**config.mk**
```make
export PLATFORM = sky130hd
export DESIGN_NAME = load_store_unit_flat
export DESIGN_NICKNAME = d
export VERILOG_FILES = /design/src/rtl/load_store_unit_if.sv /design/src/rtl/load_store_unit.sv /design/src/flat_wrapper.sv
export SDC_FILE = /design/constraint.sdc
export NUM_CORES = 1
export LEC_CHECK = 0
export CORE_MARGIN = 3
export CORE_UTILIZATION = 26
export CTS_CLUSTER_DIAMETER = 100
export DETAILED_ROUTE_END_ITERATION = 10
export DONT_BUFFER_PORTS = 1
export HOLD_SLACK_MARGIN = 0.05
export MAX_ROUTING_LAYER = met4
export SYNTH_ARGS = -nofsm -noshare
export SYNTH_HDL_FRONTEND = slang
export SYNTH_SLANG_ARGS = --single-unit
```
**constraint.sdc**
```tcl
create_clock -name clk -period 3.9 [get_ports clk]
set_input_delay 0.78 -clock clk [delete_from_list [all_inputs] [get_ports clk]]
set_output_delay 0.78 -clock clk [all_outputs]
set_load 0.02 [all_outputs]
```
**src/rtl/load_store_unit_if.sv**
```systemverilog
// rtl/load_store_unit_if.sv - core request and data-memory bus bundle for load_store_unit
// Ports (master = load_store_unit, slave = core/memory environment):
//   core -> lsu : start, is_store, funct3[2:0], addr[ADDR_W], wdata[32]
//   lsu -> core : busy, done, rdata[32], bus_err, misalign
//   lsu -> mem  : mem_req, mem_we, mem_be[4], mem_addr[ADDR_W], mem_wdata[32]
//   mem -> lsu  : mem_ready, mem_rdata[32]
interface load_store_unit_if #(
    parameter int ADDR_W = 32
);
    logic              start;
    logic              is_store;
    logic [2:0]        funct3;
    logic [ADDR_W-1:0] addr;
    logic [31:0]       wdata;
    logic              busy;
    logic              done;
    logic [31:0]       rdata;
    logic              bus_err;
    logic              misalign;
    logic              mem_req;
    logic              mem_we;
    logic [3:0]        mem_be;
    logic [ADDR_W-1:0] mem_addr;
    logic [31:0]       mem_wdata;
    logic              mem_ready;
    logic [31:0]       mem_rdata;

    modport master (
        input  start, is_store, funct3, addr, wdata, mem_ready, mem_rdata,
        output busy, done, rdata, bus_err, misalign,
               mem_req, mem_we, mem_be, mem_addr, mem_wdata
    );

    modport slave (
        output start, is_store, funct3, addr, wdata, mem_ready, mem_rdata,
        input  busy, done, rdata, bus_err, misalign,
               mem_req, mem_we, mem_be, mem_addr, mem_wdata
    );
endinterface

```
**src/rtl/load_store_unit.sv**
```systemverilog
// rtl/load_store_unit.sv - multi-cycle RV32I load/store stage with handshaked data-memory port
// Optional feature macro: MISALIGN_TRAP_EN (trap misaligned half/word accesses instead of forcing alignment)
// Ports:
//   clk : rising-edge clock
//   rst : asynchronous active-high reset
//   bus : load_store_unit_if.master (core request/response and data-memory bus)
// Parameters:
//   TIMEOUT_CYCLES : ACCESS cycles allowed before a bus error (0 = never time out)
//   ADDR_W         : byte address width
module load_store_unit #(
    parameter int TIMEOUT_CYCLES = 16,
    parameter int ADDR_W         = 32
) (
    input  logic               clk,
    input  logic               rst,
    load_store_unit_if.master  bus
);

    typedef enum logic [1:0] {
        S_IDLE   = 2'd0,
        S_ACCESS = 2'd1,
        S_DONE   = 2'd2
    } state_t;

    // Counter only has to reach TIMEOUT_CYCLES-1.
    localparam int CNT_W = (TIMEOUT_CYCLES > 1) ? $clog2(TIMEOUT_CYCLES) : 1;
    localparam logic [CNT_W-1:0] CNT_LAST =
        CNT_W'((TIMEOUT_CYCLES > 0) ? (TIMEOUT_CYCLES - 1) : 0);

    state_t            r_state;
    state_t            w_next;
    logic              r_is_store;
    logic [2:0]        r_funct3;
    logic [ADDR_W-1:0] r_addr;
    logic [31:0]       r_wdata;
    logic [CNT_W-1:0]  r_cnt;
    logic [31:0]       r_rdata;
    logic              r_bus_err;
    logic              r_misalign;
    logic              r_mem_req;

    logic              w_legal;
    logic              w_misalign_in;
    logic              w_timeout;
    logic [1:0]        w_off;
    logic [7:0]        w_byte;
    logic [15:0]       w_half;
    logic [31:0]       w_load_fmt;
    logic [3:0]        w_be;
    logic [31:0]       w_wdata_rep;

    // Request legality is judged on the live inputs so the IDLE decision
    // and the capture happen on the same edge.
    always_comb begin
        w_legal = 1'b0;
        if (bus.is_store) begin
            w_legal = (bus.funct3 inside {3'b000, 3'b001, 3'b010});
        end else begin
            w_legal = (bus.funct3 inside {3'b000, 3'b001, 3'b010, 3'b100, 3'b101});
        end
    end

`ifdef MISALIGN_TRAP_EN
    // funct3[1:0] is 01 for LH/LHU/SH and 10 for LW/SW.
    assign w_misalign_in = ((bus.funct3[1:0] == 2'b01) && bus.addr[0]) ||
                           ((bus.funct3[1:0] == 2'b10) && (bus.addr[1:0] != 2'b00));
`else
    // Without the trap, lane selection below only looks at the offset bits
    // that matter for the width, which forces the access aligned.
    assign w_misalign_in = 1'b0;
`endif

    assign w_timeout = (TIMEOUT_CYCLES != 0) && (r_cnt == CNT_LAST);

    always_ff @(posedge clk or posedge rst) begin
        if (rst) begin
            r_state <= S_IDLE;
        end else begin
            r_state <= w_next;
        end
    end

    always_comb begin
        w_next = r_state;
        case (r_state)
            S_IDLE: begin
                if (bus.start) begin
                    w_next = (w_legal && !w_misalign_in) ? S_ACCESS : S_DONE;
                end
            end
            S_ACCESS: begin
                if (bus.mem_ready || w_timeout) begin
                    w_next = S_DONE;
                end
            end
            S_DONE:  w_next = S_IDLE;
            default: w_next = S_IDLE;
        endcase
    end

    // Load lane extraction from the captured byte offset.
    assign w_off  = r_addr[1:0];
    assign w_byte = bus.mem_rdata[{w_off, 3'b000} +: 8];
    assign w_half = bus.mem_rdata[{w_off[1], 4'b0000} +: 16];

    always_comb begin
        w_load_fmt = bus.mem_rdata;
        case (r_funct3)
            3'b000:  w_load_fmt = {{24{w_byte[7]}}, w_byte};
            3'b001:  w_load_fmt = {{16{w_half[15]}}, w_half};
            3'b100:  w_load_fmt = {24'h0, w_byte};
            3'b101:  w_load_fmt = {16'h0, w_half};
            default: w_load_fmt = bus.mem_rdata;
        endcase
    end

    always_comb begin
        w_be        = 4'b1111;
        w_wdata_rep = r_wdata;
        if (r_is_store) begin
            case (r_funct3[1:0])
                2'b00: begin
                    w_be        = 4'b0001 << w_off;
                    w_wdata_rep = {4{r_wdata[7:0]}};
                end
                2'b01: begin
                    w_be        = 4'b0011 << {w_off[1], 1'b0};
                    w_wdata_rep = {2{r_wdata[15:0]}};
                end
                default: begin
                    w_be        = 4'b1111;
                    w_wdata_rep = r_wdata;
                end
            endcase
        end
    end

    always_ff @(posedge clk or posedge rst) begin
        if (rst) begin
            r_is_store <= 1'b0;
            r_funct3   <= 3'b000;
            r_addr     <= '0;
            r_wdata    <= 32'h0;
            r_cnt      <= '0;
            r_rdata    <= 32'h0;
            r_bus_err  <= 1'b0;
            r_misalign <= 1'b0;
            r_mem_req  <= 1'b0;
        end else begin
            r_mem_req <= (w_next == S_ACCESS);
            case (r_state)
                S_IDLE: begin
                    if (bus.start) begin
                        r_is_store <= bus.is_store;
                        r_funct3   <= bus.funct3;
                        r_addr     <= bus.addr;
                        r_wdata    <= bus.wdata;
                        r_cnt      <= '0;
                        r_bus_err  <= !w_legal;
                        r_misalign <= w_legal && w_misalign_in;
                    end
                end
                S_ACCESS: begin
                    r_cnt <= r_cnt + CNT_W'(1);
                    if (bus.mem_ready) begin
                        // Stores leave the previous load result visible.
                        if (!r_is_store) begin
                            r_rdata <= w_load_fmt;
                        end
                    end else if (w_timeout) begin
                        r_bus_err <= 1'b1;
                    end
                end
                default: ;
            endcase
        end
    end

    assign bus.busy      = (r_state != S_IDLE);
    assign bus.done      = (r_state == S_DONE);
    assign bus.rdata     = r_rdata;
    assign bus.bus_err   = r_bus_err;
    assign bus.misalign  = r_misalign;
    // Bus fields are only driven while the request is up so they read 0 otherwise.
    assign bus.mem_req   = r_mem_req;
    assign bus.mem_we    = r_mem_req & r_is_store;
    assign bus.mem_be    = r_mem_req ? w_be : 4'b0000;
    assign bus.mem_addr  = r_mem_req ? {r_addr[ADDR_W-1:2], 2'b00} : '0;
    assign bus.mem_wdata = r_mem_req ? w_wdata_rep : 32'h0;

endmodule

```
**src/flat_wrapper.sv**
```systemverilog
// flat-port wrapper written by rule: the top's interface ports become plain ports
module load_store_unit_flat 
#(
    parameter int TIMEOUT_CYCLES = 16,
    parameter int ADDR_W         = 32
)
  (clk, rst, bus_start, bus_is_store, bus_funct3, bus_addr, bus_wdata, bus_mem_ready, bus_mem_rdata, bus_busy, bus_done, bus_rdata, bus_bus_err, bus_misalign, bus_mem_req, bus_mem_we, bus_mem_be, bus_mem_addr, bus_mem_wdata);
  load_store_unit_if #(.ADDR_W(ADDR_W)) bus_i ();
  input  logic clk;
  input  logic rst;
  input wire logic [$bits(bus_i.start)-1:0] bus_start;
  input wire logic [$bits(bus_i.is_store)-1:0] bus_is_store;
  input wire logic [$bits(bus_i.funct3)-1:0] bus_funct3;
  input wire logic [$bits(bus_i.addr)-1:0] bus_addr;
  input wire logic [$bits(bus_i.wdata)-1:0] bus_wdata;
  input wire logic [$bits(bus_i.mem_ready)-1:0] bus_mem_ready;
  input wire logic [$bits(bus_i.mem_rdata)-1:0] bus_mem_rdata;
  output wire logic [$bits(bus_i.busy)-1:0] bus_busy;
  output wire logic [$bits(bus_i.done)-1:0] bus_done;
  output wire logic [$bits(bus_i.rdata)-1:0] bus_rdata;
  output wire logic [$bits(bus_i.bus_err)-1:0] bus_bus_err;
  output wire logic [$bits(bus_i.misalign)-1:0] bus_misalign;
  output wire logic [$bits(bus_i.mem_req)-1:0] bus_mem_req;
  output wire logic [$bits(bus_i.mem_we)-1:0] bus_mem_we;
  output wire logic [$bits(bus_i.mem_be)-1:0] bus_mem_be;
  output wire logic [$bits(bus_i.mem_addr)-1:0] bus_mem_addr;
  output wire logic [$bits(bus_i.mem_wdata)-1:0] bus_mem_wdata;
  assign bus_i.start = bus_start;
  assign bus_i.is_store = bus_is_store;
  assign bus_i.funct3 = bus_funct3;
  assign bus_i.addr = bus_addr;
  assign bus_i.wdata = bus_wdata;
  assign bus_i.mem_ready = bus_mem_ready;
  assign bus_i.mem_rdata = bus_mem_rdata;
  assign bus_busy = bus_i.busy;
  assign bus_done = bus_i.done;
  assign bus_rdata = bus_i.rdata;
  assign bus_bus_err = bus_i.bus_err;
  assign bus_misalign = bus_i.misalign;
  assign bus_mem_req = bus_i.mem_req;
  assign bus_mem_we = bus_i.mem_we;
  assign bus_mem_be = bus_i.mem_be;
  assign bus_mem_addr = bus_i.mem_addr;
  assign bus_mem_wdata = bus_i.mem_wdata;
  load_store_unit #(.TIMEOUT_CYCLES(TIMEOUT_CYCLES), .ADDR_W(ADDR_W)) u_core (.clk(clk), .rst(rst), .bus(bus_i));
endmodule
```
; Word level (Yosys, flattened, before mapping)
; Index checks and enable logic that the tools add are counted.
[classes]
n_addsub = 1
multipliers = 0
div = 0
magnitude_cmp = 0
eq_ne = 15
shift = 4
mux = 19
bitwise_logic = 2
n_reduce_logical = 14
[op_table]
columns = cell, count
row1 = $pmux W32 S4, 1
row2 = $mux W32, 3
row3 = $pmux W32 S2, 1
row4 = $shiftx A32 B6 Y16, 1
row5 = $shiftx A32 B6 Y8, 1
row6 = $pmux W4 S2, 2
row7 = $eq A3 B3 Y1 const B, 4
row8 = $mux W4, 3
row9 = $eq A2 B1 Y1 const B, 3
row10 = $eq A3 B1 Y1 const B, 2
row11 = $logic_not A3 Y1, 2
row12 = $mux W2, 3
row13 = $reduce_bool A5 Y1, 1
row14 = $add A4 B1 Y4 const B, 1
row15 = $eq A4 B4 Y1 const B, 1
row16 = $logic_not A2 Y1, 2
row17 = $mux W1, 4
row18 = $ne A2 B2 Y1 const B, 2
row19 = $pmux W2 S2, 1
row20 = $reduce_and A2 Y1, 2
row21 = $reduce_and A4 Y1, 1
row22 = $reduce_bool A2 Y1, 2
row23 = $shl A1 B2 Y4 const A, 1
row24 = $shl A2 B2 Y4 const A, 1
row25 = 10 further kinds, 10
[totals]
regBits = 108
latch_bits = 0
ram_bits = 0
rom_bits = 0
input_bits = 104
out_inout_bits = 106
elab_cells = 64
memories = 0

; Logic depth before layout (Yosys ltp)
; Gate-level depths: netlist of the first run.
[depth]
word_depth = 7
depth_mapped = 7
mapped_depth_nobuf = 4

; Least setup slack after synthesis of the first run
; Ideal clock, no wire load.
[synth_path]
path_type = register -> output
from = register u_core.r_funct3[1]
to = output bus_mem_wdata[21]
arrival_time_ns = 1.536
setup_slack_ns = 1.584
path_stages_with_launch = 6
n_path_buf = 2
cell_sequence = dfrtp_1 nor2b_1 buf_2 clkbuf_1 nand2_1 a21boi_0
[synth_via]
elab_chain_cells = 4
elab_cells_between_ends = 5
cone_classes = eq/ne: 1 / mux: 3 / reduce/logical: 1
[synth_lines]
columns = item, line
row1 = start: declaration, load_store_unit.sv:33  ; logic [2:0] r_funct3;
row2 = start signal: assignment, load_store_unit.sv:155  ; r_funct3 <= bus.funct3;
row3 = $eq A2 B1 Y1 or $logic_not A2 Y1 (tied branches), load_store_unit.sv:121  ; case (r_funct3[1:0])
row4 = $pmux W32 S2 (*), load_store_unit.sv:121
row5 = $mux W32 (*), load_store_unit.sv:120  ; if (r_is_store) begin
row6 = $mux W32 (*), load_store_unit.sv:189  ; assign bus.mem_wdata = r_mem_req ? w_wdata_rep : 32'h0;
row7 = end: declaration, flat_wrapper.sv:27  ; output wire logic [$bits(bus_i.mem_wdata)-1:0] bus_mem_wdata;
; Mark *: on every way between the ends. The rest lies on a longest branch, timed or not.

; Worst setup path in the final report of the first run
[layout_path]
from = register u_core.r_funct3[1]
to = output bus_mem_wdata[12]
; Same word-level chain as after synthesis.

==> reports/summary.log, run 1 <==
[clock_network] Post-CTS Setup Repair Bufs 0
[placed_design] routability congestion estimate 0.8675
[global_routing] overall routing resource usage 15.42%
[final_layout] layout cell share with drive strength beyond 1 9.036%
[timing] Slew Viols, Final 0
[clock_network] CTS tree done
[timing] Final min period 3107 ps
[hold_path] launch instance of the worst min-delay path u_core.r_addr[31]
[timing] Worst Tran Pin Value 991.9 ps
[clock_network] hold-fix buffers at CTS 0
[yosys] async set-reset flop share out of synthesis 100.0%
[timing] relative slew slack 33.87%
[worst_setup_path] data arrival time of the worst path 2330 ps
[hold_path] Worst Hold Class flop to flop
[global_routing] grt ovf 0
[timing] setup skew after layout 11.57 ps
[drt] vias per cell 4.887
[timing] maximum clock frequency 0.3219 GHz
[floorplan] area of the die 23180 um^2
[worst_setup_path] endpoint class of the critical path output pin
[yosys] top post-synthesis cells by area dfrtp_1 49%, nand2_1 18%, and2_1 4.6%
[worst_setup_path] Startpoint Class flop
[global_routing] initial antenna violation count 1
[worst_setup_path] WS Path Type flop to output pin
[yosys] area leader, netlist dfrtp_1
[placed_design] worst setup timing slack at the placement stage 1155 ps
[yosys] gate count of the mapped netlist 667
[worst_setup_path] Reg2Reg Launch Point u_core.r_addr[1]
[floorplan] Initial Utilization 26.97%
[timing] final setup violating endpoints 0
[worst_setup_path] worst setup path startpoint u_core.r_funct3[1]
[yosys] summed instance area of the synthesized netlist 5562 um^2
[outcome] result of the run finished clean
[run] maximum capacitance violations 0
[clock_network] CTS H-tree lvls 3
[global_routing] wire length of the first global-routing pass 27390 um
[worst_setup_path] largest fanout of any net on the critical path 19
[yosys] top_reg_cell synth dfrtp_1
[final_layout] fin nets 764
[yosys] number of synthesized flops with an enable pin 0
[yosys] area share of the largest cell type after synthesis 48.59%
[clock_network] root buf cell clkbuf_16
[drt] post-route DRC violation count 0
[timing] final setup margin 793.1 ps
[global_routing] largest net degree at the start of global routing 70
[yosys] FF+latch count, synth 108
[timing] RSZ-0062 raised after global routing no
[placed_design] total instance count after detailed placement 918
[floorplan] I/O pin cnt 210
[timing] final cycle utilization of the critical path 79.66%
[yosys] synthesized area divided by synthesized cell count 8.338 um^2
[drt] number of DRC markers after the initial detailed-route iteration 217
[worst_setup_path] required arrival time at the worst endpoint 3120 ps
[yosys] leading cell types by count after synthesis 266 x nand2_1, 108 x dfrtp_1, 41 x and2_1, 28 x clkbuf_1, 26 x a21oi_1
[global_routing] via count of the first global-routing pass 4728
[floorplan] Placement Rows 52
[placed_design] count of input and output buffers 0
[power_and_ir_drop] power per cell area 787.5 nW/um^2
[timing] number of hold violations in the final report 0
[clock_network] number of buffers created by CTS 9
[power_and_ir_drop] maximum vdd ir drop 263.2 uV
[floorplan] overall die width 152.3 um
[clock_network] number of sinks driven by the clock tree 108
[clock_network] clock slew seen by the registers of the worst setup and hold paths 70 ps
[drt] remaining number of nets flagged by the antenna check after routing 0
[clock_network] Post-CTS Resized 0
[drt] wire length per cell 18.80 um
[final_layout] fraction of the core area covered by cells at the end of the flow 30.03%
[drt] wire length reported by the detailed router 17580 um
[yosys] Synth warnings 0
[timing] worst slack on hold paths 470.4 ps
[timing] final-layout setup total negative slack 0 ps
[yosys] number of distinct library cells after synthesis 47
[floorplan] Die Height 152.3 um
[drt] overall via count from detail_route 4569
[clock_network] deepest clock path buffer count 2
[power_and_ir_drop] leak pwr 3.016 nW
[clock_network] Worst-Skew Late Latency 360 ps
[yosys] most frequent cell after synthesis nand2_1
[final_layout] final cell count without fillers 935
[final_layout] post-synthesis to final-layout area growth 11.36%
[floorplan] core box area 20620 um^2
[drt] detailed-router iteration count before antenna repair 5
[placed_design] Detail Placement HPWL 12560 um
[yosys] portion of the post-synthesis area used by sequential elements 48.59%
## cell type report
cell class / count / area [um^2]
Tap cell: 270 / 337.8
Timing Repair Buffer: 28 / 222.7
Inverter: 3 / 13.76
Clock inverter: 6 / 46.29
Clock buffer: 10 / 229.0
Fill cell: 2201 / 14430
Sequential cell: 108 / 2704
Multi-Input combinational cell: 509 / 2638
Antenna cell: 1 / 2.502
## flip-flops by register name, summed over array words and instances, names as in the netlist
signal              flops
u_core.bus.bus_err      1
u_core.bus.mem_req      1
u_core.bus.rdata       32
u_core.r_addr          32
u_core.r_cnt            4
u_core.r_funct3         3
u_core.r_is_store       1
u_core.r_state          2
u_core.r_wdata         32
## where the power goes
group	switching, mW	internal [mW]	leakage [nW]
Sequential	0.655	1.61	1.32
Combinational	1.12	0.607	1.56
Clock	0.448	0.441	0.130
## cell usage in the layout (no fill, tap or decap), types with 2 or more instances in the layout
cell type	instances
o31ai_1	4
clkinvlp_4	2
nand2_1	265
o21ai_0	24
a21boi_0	17
inv_1	2
o32ai_1	2
nor2b_1	2
a21oi_1	26
inv_6	3
o22a_1	4
clkbuf_16	9
nand2b_1	4
and2_1	41
buf_4	27
nor3_1	4
a211o_1	3
nand3b_1	8
conb_1	3
nand3_1	20
nor2_1	21
a21o_1	4
mux2i_1	18
a2bb2oi_1	3
o211a_1	8
mux2_2	7
dfrtp_1	107
## through the flow
step,power [mW],cell area (um^2)
2_1_floorplan,3.486,5569
3_3_place_gp,4.007,5916
5_1_grt,5.276,6193
3_5_place_dp,4.030,5916
4_1_cts,4.947,6191
6_report,4.877,6193
## cells by family after synthesis
family / share of synthesized area, %
AO/OA/AOI/OAI: 12.13
other: 0.06743
buffers and inverters: 4.297
flip-flops: 48.59
multiplexers: 4.657
adder cells (fa/ha/maj): 0.2249
AND/OR/NAND/NOR: 30.03
## worst paths after layout
check / endpoint / slack (ps) / cells after the start
max: bus_mem_wdata[12] / 790 / 5
min: u_core.r_addr[31] / 470 / 2
max reg2reg: u_core.bus.rdata[8] / 1900 / 5
min reg2reg: u_core.r_addr[31] / 470 / 2
max in group asynchronous: u_core.bus.rdata[10] / 2660 / 2
min in group asynchronous: u_core.r_addr[23] / 500 / 1
## critical path, stage by stage, from the launching register on
cell      delay (ps)
dfrtp_1          410
nand2b_1         520
nor2_2           520
nand2_1          100
a21boi_0         220
buf_4            190
## layer usage
metal / share of wire [%] / vias up / wire (um) / global-route usage (%)
li1: - / 2158 / - / -
met1: 43 / 2147 / 7563 / 19.57
met2: 45 / 239 / 7867 / 23.16
met3: 9.4 / 25 / 1658 / 5.084
met4: 2.8 / 0 / 488 / 5.351
met5: 0 / - / 0 / -
Note: power is estimated with default switching activity, not from simulation.
==> run 2, diff against run 1 <==
Clock period 3.9 ns to 2.6 ns, I/O delays scaled along.
==> reports/summary.log, run 2 (synthesis gave the netlist of run 1 again) <==
[outcome] result of the run finished clean
[run] maximum capacitance violations 0
[timing] final setup violating endpoints 0
[worst_setup_path] Startpoint Class flop
[clock_network] root buf cell clkbuf_16
[final_layout] post-synthesis to final-layout area growth 13.72%
[worst_setup_path] CP Capture Point bus_mem_wdata[23]
[drt] remaining number of nets flagged by the antenna check after routing 0
[power_and_ir_drop] leak pwr 3.086 nW
[floorplan] overall die width 152.3 um
[drt] overall via count from detail_route 4581
[timing] final setup margin 192.8 ps
[hold_path] Worst Hold Class input pin to asynchronous set/reset pin
[worst_setup_path] worst r2r path cells 3
[final_layout] fin nets 773
[floorplan] Die Height 152.3 um
[global_routing] wire length of the first global-routing pass 27360 um
[placed_design] worst setup timing slack at the placement stage 449.6 ps
[global_routing] via count of the first global-routing pass 4596
[final_layout] fraction of the core area covered by cells at the end of the flow 30.67%
[timing] setup skew after layout 8.271 ps
[clock_network] deepest clock path buffer count 2
[final_layout] most common cell after layout, fill and taps aside nand2_1
[drt] vias per cell 4.858
[final_layout] most frequent cells in the layout 265 x nand2_1, 107 x dfrtp_1, 41 x and2_1
[timing] relative slew slack 56.55%
[placed_design] routability congestion estimate 0.8777
[clock_network] Worst-Skew Late Latency 360 ps
[global_routing] largest net degree at the start of global routing 109
[final_layout] layout cell share with drive strength beyond 1 10.40%
[drt] wire length reported by the detailed router 17540 um
[timing] number of hold violations in the final report 0
[drt] post-route DRC violation count 0
[worst_setup_path] required arrival time at the worst endpoint 2080 ps
[worst_setup_path] endpoint class of the critical path output pin
[clock_network] clock slew seen by the registers of the worst setup and hold paths 80 ps
[global_routing] grt ovf 0
[worst_setup_path] R2R Path End u_core.bus.rdata[6]
[floorplan] area of the die 23180 um^2
[power_and_ir_drop] total power draw 7.541 mW
[timing] RSZ-0062 raised after global routing no
[drt] wire length per cell 18.60 um
[clock_network] CTS tree done
[power_and_ir_drop] maximum vdd ir drop 427.1 uV
[timing] maximum clock frequency 0.4154 GHz
[placed_design] count of input and output buffers 0
[timing] Worst Tran Pin Value 651.8 ps
[worst_setup_path] Reg2Reg Launch Point u_core.r_state[1]
[floorplan] I/O pin cnt 210
[timing] Final min period 2407 ps
[final_layout] area of combinational cells with multiple inputs 2645 um^2
[worst_setup_path] setup slack, reg-to-reg 610 ps
[global_routing] overall routing resource usage 15.26%
[worst_setup_path] WS Path Type flop to output pin
[clock_network] number of sinks driven by the clock tree 108
[worst_setup_path] data arrival time of the worst path 1890 ps
[worst_setup_path] largest fanout of any net on the critical path 33
[timing] final-layout setup total negative slack 0 ps
[drt] detailed-router iteration count before antenna repair 5
[global_routing] initial antenna violation count 0
[drt] number of DRC markers after the initial detailed-route iteration 234
[worst_setup_path] worst setup path startpoint u_core.r_funct3[1]
[timing] final cycle utilization of the critical path 92.58%
[power_and_ir_drop] power per cell area 1192 nW/um^2
[final_layout] fillcell total 2187
[final_layout] diode insertion count for antenna repair 0
[placed_design] Detail Placement HPWL 12780 um
[clock_network] Post-CTS Setup Repair Bufs 0
[floorplan] core box area 20620 um^2
[clock_network] CTS H-tree lvls 3
[floorplan] Placement Rows 52
[clock_network] number of buffers created by CTS 9
[timing] Slew Viols, Final 0
[final_layout] area taken by flip-flops and latches 2704 um^2
[floorplan] Initial Utilization 26.97%
[run 2: changes by cell type in the layout (fill, tap and decap cells not counted), moves of 2 or more]
cell | before | now
inv_8 | 0 | 2
buf_12 | 1 | 3
buf_4 | 27 | 34
clkinv_4 | 0 | 2
inv_6 | 3 | 1
[run 2: power by group]
group          internal, mW  switching (mW)  leakage, nW
Combinational         0.997            1.70         1.61
Clock                 0.770           0.687        0.151
Sequential             2.41           0.980         1.32
Total                  4.18            3.36         3.09
[run 2: cell type report]
type | instances | share of cell area (%)
Clock buffer | 10 | 3.620
Tap cell | 270 | 5.341
Clock inverter | 6 | 1.246
Sequential cell | 108 | 42.75
Timing Repair Buffer | 37 | 4.985
Multi-Input combinational cell | 509 | 41.82
Inverter | 3 | 0.2374
[run 2: how the worst min path moves through the flow]
stage	endpoint	depth (start not counted)	slack (ps)
after floorplan	u_core.r_addr[10]	2	440
after global placement	u_core.r_addr[31]	2	450
after detailed placement	u_core.r_addr[5]	2	460
after CTS	u_core.r_state[1]	2	230
after global routing	u_core.r_addr[7]	2	250
final	u_core.r_state[1]	2	210
[run 2: what timing repair did]
| action | CTS | global route |
|---|---|---|
| hold buffers | 0 | 0 |
| gates resized for setup | 0 | 2 |
| setup endpoints to repair | 0 | 8 |
[run 2: worst max-delay path, stage by stage (launching register included)]
cell,delay [ps]
dfrtp_1,370
buf_4,250
nor2b_2,170
buf_4,200
nand2_1,60
a21boi_0,280
buf_4,210
[run 2: metrics by stage]
step                cells  hold slack [ps]  cell area [um^2]
floorplan             669            437.4              5573
detailed placement    927            455.6              6010
CTS                   943            230.3              6317
finish                943            213.9              6325
global route          943            247.9              6325
global placement      927            450.4              6010
[run 2: layer usage]
metal | vias to the layer above | track usage (%) | part of all wire [%] | wire length (um)
met3 | 28 | 4.913 | 9.4 | 1640
met4 | 0 | 4.538 | 2.2 | 381
met1 | 2164 | 19.65 | 43 | 7505
li1 | 2170 | - | - | -
met2 | 219 | 23.05 | 46 | 8009
met5 | - | - | 0 | 0
==> run 3, diff against run 2 <==
==> constraint.sdc (replaced) <==
create_clock -name clk -period 2.6 [get_ports clk]
set_input_delay 0.78 -clock clk [delete_from_list [all_inputs] [get_ports clk]]
set_output_delay 0.78 -clock clk [all_outputs]
set_load 0.02 [all_outputs]
==> reports/summary.log, run 3 (synthesis gave the netlist of run 1 again) <==
[hold_path] Worst Hold Class input pin to asynchronous set/reset pin
[drt] post-route DRC violation count 0
[floorplan] area of the die 23180 um^2
[power_and_ir_drop] leak pwr 3.086 nW
[clock_network] CTS H-tree lvls 3
[drt] detailed-router iteration count before antenna repair 5
[worst_setup_path] Max stage delay cell, worst path dfrtp_1
[power_and_ir_drop] combinational power share 36.7%
[final_layout] most common cell after layout, fill and taps aside nand2_1
[worst_setup_path] required arrival time at the worst endpoint 1820 ps
[drt] number of DRC markers after the initial detailed-route iteration 233
[worst_setup_path] delay-heaviest family, CP simple AND/OR/NAND/NOR gates
[final_layout] fin nets 773
[worst_setup_path] endpoint class of the critical path output pin
[placed_design] count of input and output buffers 0
[global_routing] initial antenna violation count 0
[worst_setup_path] Reg2Reg Launch Point u_core.r_state[1]
[floorplan] Placement Rows 52
[worst_setup_path] Largest stage delay, worst path 400 ps
[worst_setup_path] cell breakdown of the critical path nand2b_2, nor2_4, nand2_1, a21boi_0, buf_4
[worst_setup_path] worst setup path startpoint u_core.r_funct3[1]
[drt] overall via count from detail_route 4527
[drt] vias per cell 4.806
[power_and_ir_drop] power per cell area 1172 nW/um^2
[worst_setup_path] Buf+Inv Stages, Crit Path 1
[power_and_ir_drop] total power draw 7.439 mW
[run] maximum capacitance violations 0
[worst_setup_path] largest fanout of any net on the critical path 8
[timing] final setup violating endpoints 0
[worst_setup_path] Startpoint Class flop
[clock_network] CTS tree done
[floorplan] core box area 20620 um^2
[timing] maximum clock frequency 0.3955 GHz
[power_and_ir_drop] maximum vdd ir drop 428.6 uV
[drt] wire length reported by the detailed router 17560 um
[clock_network] number of sinks driven by the clock tree 108
[power_and_ir_drop] part of the power in the clock network 17.9%
[timing] RSZ-0062 raised after global routing yes
[placed_design] routability congestion estimate 0.9020
[global_routing] largest net degree at the start of global routing 69
[final_layout] layout cell share with drive strength beyond 1 10.42%
[timing] relative slew slack 52.89%
[power_and_ir_drop] net switching power figure 3.347 mW
[timing] Worst Tran Pin Value 703.6 ps
[timing] final cycle utilization of the critical path 97.26%
[outcome] result of the run finished clean
[final_layout] diode insertion count for antenna repair 0
[power_and_ir_drop] Internal Dissipation 4.092 mW
[clock_network] Worst-Skew Late Latency 350 ps
[final_layout] Non-Filler Cell Area, Final 6347 um^2
[floorplan] Die Height 152.3 um
[final_layout] most frequent cells in the layout 265 x nand2_1, 106 x dfrtp_1, 41 x and2_1
[timing] Final min period 2529 ps
[clock_network] hold-fix buffers at CTS 0
[drt] wire length per cell 18.64 um
[worst_setup_path] data arrival time of the worst path 1750 ps
[placed_design] placed cell area 6060 um^2
[clock_network] deepest clock path buffer count 2
[clock_network] root buf cell clkbuf_16
[clock_network] number of buffers created by CTS 9
[global_routing] grt ovf 0
[final_layout] post-synthesis to final-layout area growth 14.13%
[timing] Slew Viols, Final 0
[drt] remaining number of nets flagged by the antenna check after routing 0
[timing] setup skew after layout 7.940 ps
[floorplan] I/O pin cnt 210
[global_routing] wire length of the first global-routing pass 27120 um
[power_and_ir_drop] Net Sw Frac 44.99%
[timing] worst slack on hold paths 375.6 ps
[floorplan] overall die width 152.3 um
[global_routing] overall routing resource usage 15.28%
[power_and_ir_drop] power share of the sequential group 45.4%
[final_layout] fraction of the core area covered by cells at the end of the flow 30.78%
[worst_setup_path] WS Path Type flop to output pin
[clock_network] clock slew seen by the registers of the worst setup and hold paths 70 ps
[timing] final-layout setup total negative slack 0 ps
[global_routing] via count of the first global-routing pass 4604
[floorplan] Initial Utilization 26.97%
[timing] number of hold violations in the final report 0
[placed_design] Detail Placement HPWL 12870 um
-- run 3: layer usage --
layer	GRT usage (%)	vias to the layer above	part of all wire, %
met5	-	-	0
met4	3.853	0	1.6
met3	5.141	20	9.3
met2	23.71	213	46
met1	19.28	2120	44
li1	-	2174	-
-- run 3: power by group through the flow --
stage	clock network [mW]	logic, mW	registers [mW]
6_report	1.33	2.73	3.38
2_1_floorplan	0	2.11	3.12
5_1_grt	1.46	3.07	3.50
3_5_place_dp	0	2.75	3.40
4_1_cts	1.39	2.76	3.39
3_3_place_gp	0	2.72	3.40
-- run 3: final timing paths --
path / end / slack (ps) / cells past startpoint
max: bus_mem_wdata[12] / 70 / 5
min: u_core.r_addr[1] / 380 / 1
max reg2reg: u_core.bus.rdata[11] / 650 / 4
min reg2reg: u_core.r_addr[9] / 470 / 2
max in group asynchronous: u_core.bus.mem_req / 1450 / 2
min in group clk: u_core.r_addr[9] / 470 / 2
-- run 3: repair_timing --
| action | CTS | global route |
|---|---|---|
| cloned | 0 | 0 |
| endpoints found under the setup margin | 8 | 6 |
| setup buffers | 0 | 0 |
| resized for setup | 4 | 2 |
-- run 3: final cells by class --
type	instances	area, um^2
Fill cell	2145	14280
Tap cell	270	337.8
Inverter	3	15.01
Timing Repair Buffer	37	369.1
Clock buffer	10	229.0
Sequential cell	108	2705
Clock inverter	5	46.29
Multi-Input combinational cell	509	2645
-- run 3: per-stage QoR --
step / cells / setup WS [ps]
after detailed placement: 927 / 252.9
after global routing: 942 / -27.80
after floorplan: 669 / 284.0
after global placement: 927 / 282.6
final: 942 / 71.28
after CTS: 942 / 21.43
